**src/rtl/inst_queue.sv**
```systemverilog
// rtl/inst_queue.sv - fetch-to-decode instruction FIFO with flush
// Optional INST_QUEUE_BYPASS_EN: empty-queue pass-through of the fetch entry to decode.
module inst_queue #(
   parameter int DEPTH      = 4,
   parameter int ADDR_WIDTH = 32,
   parameter int DATA_WIDTH = 32
) (
   input  logic                     clk,
   input  logic                     rst_n,
   input  logic                     flush,
   input  logic                     in_valid,
   input  logic [ADDR_WIDTH-1:0]    in_pc,
   input  logic [DATA_WIDTH-1:0]    in_data,
   output logic                     in_ready,
   output logic                     out_valid,
   output logic [ADDR_WIDTH-1:0]    out_pc,
   output logic [DATA_WIDTH-1:0]    out_data,
   input  logic                     out_ready,
   output logic [$clog2(DEPTH):0]   count
);
   localparam int PTR_W = $clog2(DEPTH);
   localparam int CNT_W = PTR_W + 1;
   localparam int ENT_W = ADDR_WIDTH + DATA_WIDTH;
   localparam logic [CNT_W-1:0] FULL = CNT_W'(DEPTH);

   logic [ENT_W-1:0] mem [DEPTH];
   logic [PTR_W-1:0] rd_ptr, wr_ptr;
   logic [CNT_W-1:0] cnt;
   logic [ENT_W-1:0] head;
   logic             empty, push, pop;

   assign empty    = (cnt == '0);
   assign in_ready = (cnt != FULL);
   assign count    = cnt;
   assign head     = mem[rd_ptr];
   // flush wins: nothing is stored or consumed in a flush cycle
   assign pop      = ~empty & out_ready & ~flush;

`ifdef INST_QUEUE_BYPASS_EN
   logic byp;
   assign byp       = empty & in_valid & ~flush;
   assign out_valid = ~empty | byp;
   // a bypassed entry taken by decode this cycle never occupies a slot
   assign push      = in_valid & in_ready & ~flush & ~(byp & out_ready);
   assign {out_pc, out_data} = byp   ? {in_pc, in_data} :
                               empty ? '0 : head;
`else
   assign out_valid = ~empty;
   assign push      = in_valid & in_ready & ~flush;
   assign {out_pc, out_data} = empty ? '0 : head;
`endif

   always_ff @(posedge clk) begin
      if (push)
         mem[wr_ptr] <= {in_pc, in_data};
   end

   always_ff @(posedge clk or negedge rst_n) begin
      if (!rst_n) begin
         rd_ptr <= '0;
         wr_ptr <= '0;
         cnt    <= '0;
      end else if (flush) begin
         rd_ptr <= '0;
         wr_ptr <= '0;
         cnt    <= '0;
      end else begin
         if (push)
            wr_ptr <= wr_ptr + 1'b1;
         if (pop)
            rd_ptr <= rd_ptr + 1'b1;
         case ({push, pop})
            2'b10:   cnt <= cnt + 1'b1;
            2'b01:   cnt <= cnt - 1'b1;
            default: cnt <= cnt;
         endcase
      end
   end
endmodule

```
**config.mk**
```make
export PLATFORM = sky130hd
export DESIGN_NAME = inst_queue
export DESIGN_NICKNAME = d
export VERILOG_FILES = /design/src/rtl/inst_queue.sv
export SDC_FILE = /design/constraint.sdc
export NUM_CORES = 1
export LEC_CHECK = 0
export ABC_AREA = 1
export ABC_CLOCK_PERIOD_IN_PS = 5000
export CORE_MARGIN = 2
export CORE_UTILIZATION = 55
export CTS_BUF_LIST = sky130_fd_sc_hd__clkbuf_4 sky130_fd_sc_hd__clkbuf_8 sky130_fd_sc_hd__clkbuf_16
export DETAILED_ROUTE_END_ITERATION = 10
export PLACE_DENSITY_LB_ADDON = 0.25
export REMOVE_ABC_BUFFERS = 1
export SYNTH_ARGS = -nofsm -noshare
export SYNTH_HDL_FRONTEND = slang
export SYNTH_SLANG_ARGS = --single-unit
```
**constraint.sdc**
```tcl
create_clock -name clk -period 5 [get_ports clk]
set_clock_uncertainty 0.05 [all_clocks]
set_input_delay 1 -clock clk [delete_from_list [all_inputs] [get_ports clk]]
set_output_delay 1 -clock clk [all_outputs]
set_load 0.1 [all_outputs]
```
==> results.json <==
{
  "grt_pass1_wl_mm": 33.37,
  "clock_path_buffers": 3,
  "hold_class": "reg2reg",
  "first_pass_iters": 5,
  "min_period_over_period_pct": 88.83,
  "fmax_mhz": 225.2,
  "htreeDepth": 1,
  "grt_overflow_total": 0,
  "cts_resized": 0,
  "syn_area_sq_um": 10340,
  "antenna_found_initial": 0,
  "dieWidth_um": 141.1,
  "clk_pin_slew_worst_paths_ns": 0.06,
  "synth-main-ff-cell": "edfxtp_1",
  "routedWlPerCell_um": 17.73,
  "wirelength_mm": 21.32,
  "post-place-ws_ns": 1.115,
  "drtAntennaViolNets": 0,
  "async_reset_ff_share_pct": 2.662,
  "reg2reg_depth": 7,
  "clock_sinks": 263,
  "fin_crit_ns": 4.441,
  "synthTopCellsByCount": "nor2_1 (262), edfxtp_1 (256), o21ai_0 (128)",
  "antenna_cells": 0,
  "io_pins": 138,
  "coreArea_sq_um": 18580,
  "post-cts-setup-buffers": 0,
  "final_nets": 1027,
  "gp_congestion": 0.7810,
  "io_buffer_count": 137,
  "synthCells": 818,
  "initial_core_util_pct": 55.68,
  "start_kind": "register",
  "syn_to_final_growth_pct": 22.73,
  "drt_iter0_drc": 485,
  "syn_avg_cell_area_sq_um": 12.65,
  "dieArea_sq_um": 19920,
  "dp_hpwl_mm": 11.90,
  "yosysMostFrequentCell": "nor2_1",
  "rsz0062_at_grt": "false",
  "yosys.area.top_type_share_pct": 74.31,
  "die_y_um": 141.1,
  "yosysTopAreaCell": "edfxtp_1",
  "postCtsHoldBufs": 0,
  "worst_pin_slew_ns": 0.9978,
  "fin_hold_ws_ns": 0.5345,
  "critical_path.endpoint_type": "output pin",
  "setup_viol_count_final": 0,
  "path_max_fanout": 77,
  "slew_violations": 0,
  "num_rows": 50,
  "yosysSeqAreaShare_pct": 76.00,
  "route.vias.total": 6537,
  "drc_errors": 0,
  "cts_buffers": 26,
  "critPathArrivalTime_ns": 3.39,
  "synth_edf_count": 256,
  "outcome": "finished clean",
  "tritoncts": "built",
  "hold_viol": 0,
  "critPathKind": "reg2out",
  "yosysUniqueCellTypes": 20,
  "worst_slack_ns": 0.5586,
  "synth_seq_cells": 263,
  "cap_viol_max_count": 0,
  "worstSkewPairLatency_ns": 0.51,
  "synthTopCellsByArea": "edfxtp_1 (74%), nor2_1 (9.5%), o21ai_0 (6.2%), a21oi_1 (3.2%), dfrtp_1 (1.7%)",
  "vias_per_cell": 5.434,
  "yosysWarnings": 0,
  "track_usage_pct": 21.34,
  "slew_headroom_pct": 33.27,
  "drive_above_1_share_pct": 9.907,
  "grt_max_degree": 130,
  "grt_pass1_vias": 6517,
  "cts_root_buffer": "clkbuf_16",
  "hold_path_depth": 2,
  "crit_required_ns": 3.95
}
-- stage by stage --
step           cell area (sq um)  TNS (ns)  cells  utilization, %
3_3_place_gp               11900         0   1159           64.02
6_report                   12700         0   1203           68.33
3_5_place_dp               11900         0   1159           64.02
4_1_cts                    12700         0   1203           68.33
5_1_grt                    12700         0   1203           68.33
2_1_floorplan              10080   -174.01    770               -
-- critical path: stages (launching register included) --
cell and delay (ns):
dfrtp_4 0.49, clkinv_2 0.64, o21ai_0 0.22, a21oi_1 0.29
clkdlybuf4s50_1 1.19
-- registers in the layout, indices dropped and copies added (netlist names) --
signal	flops
rd_ptr	2
mem	256
wr_ptr	2
count	3
-- cell usage in the layout (no fill, tap or decap), drive strengths merged --
cell type	count
bufinv	1
dfrtp	7
inv	13
xnor2	1
a21oi	67
nor2	263
buf	46
edfxtp	256
ha	4
o21ai	132
clkinv	9
fa	1
clkdlybuf4s50	109
a21boi	1
clkbuf	34
nand2	22
clkinvlp	1
nand3	2
-- worst paths after layout --
kind | startpoint | end | slack [ns]
worst min-delay path | count[1]$_DFFE_PN0P_ | count[1]$_DFFE_PN0P_ | 0.53
worst max register to register | count[0]$_DFFE_PN0P_ | mem[3][37]$_DFFE_PP_ | 2.48
max in group asynchronous | rst_n | rd_ptr[0]$_DFFE_PN0P_ | 3.89
worst max-delay path | rd_ptr[0]$_DFFE_PN0P_ | out_pc[20] | 0.56
min in group asynchronous | rst_n | count[2]$_DFFE_PN0P_ | 0.71
worst min register to register | count[1]$_DFFE_PN0P_ | count[1]$_DFFE_PN0P_ | 0.53
-- cell families after synthesis --
kind of cell	Yosys count	share of synthesized area (%)
and+or+nand+nor	287	10.46
DFF	263	76.00
AOI/OAI and AO/OA	200	9.700
buffers and inverters	62	3.072
adders and majority gates	5	0.6773
xor gates and xnor gates	1	0.08468
-- final cells by class --
| class | instances | area (sq um) |
|---|---|---|
| flip-flops and latches | 263 | 7868 |
| clock buffers | 34 | 728.2 |
| well taps | 234 | 292.8 |
| inverters | 14 | 53.80 |
| repair buffers | 155 | 1486 |
| fillers | 1306 | 5884 |
| clock inverters | 10 | 72.57 |
| multi-input cells | 493 | 2195 |
-- metal layers --
metal | vias up | GRT usage [%] | share of wire [%]
met1 | 3120 | 28.43 | 42
met2 | 232 | 36.84 | 50
met4 | 0 | 4.842 | 1.2
li1 | 3159 | - | -
met3 | 26 | 4.144 | 7.3
met5 | - | 0 | 0
Power is left out: the tool's default activity adds up to more than one toggle a clock period on the data nets, which glitch-free logic cannot reach.
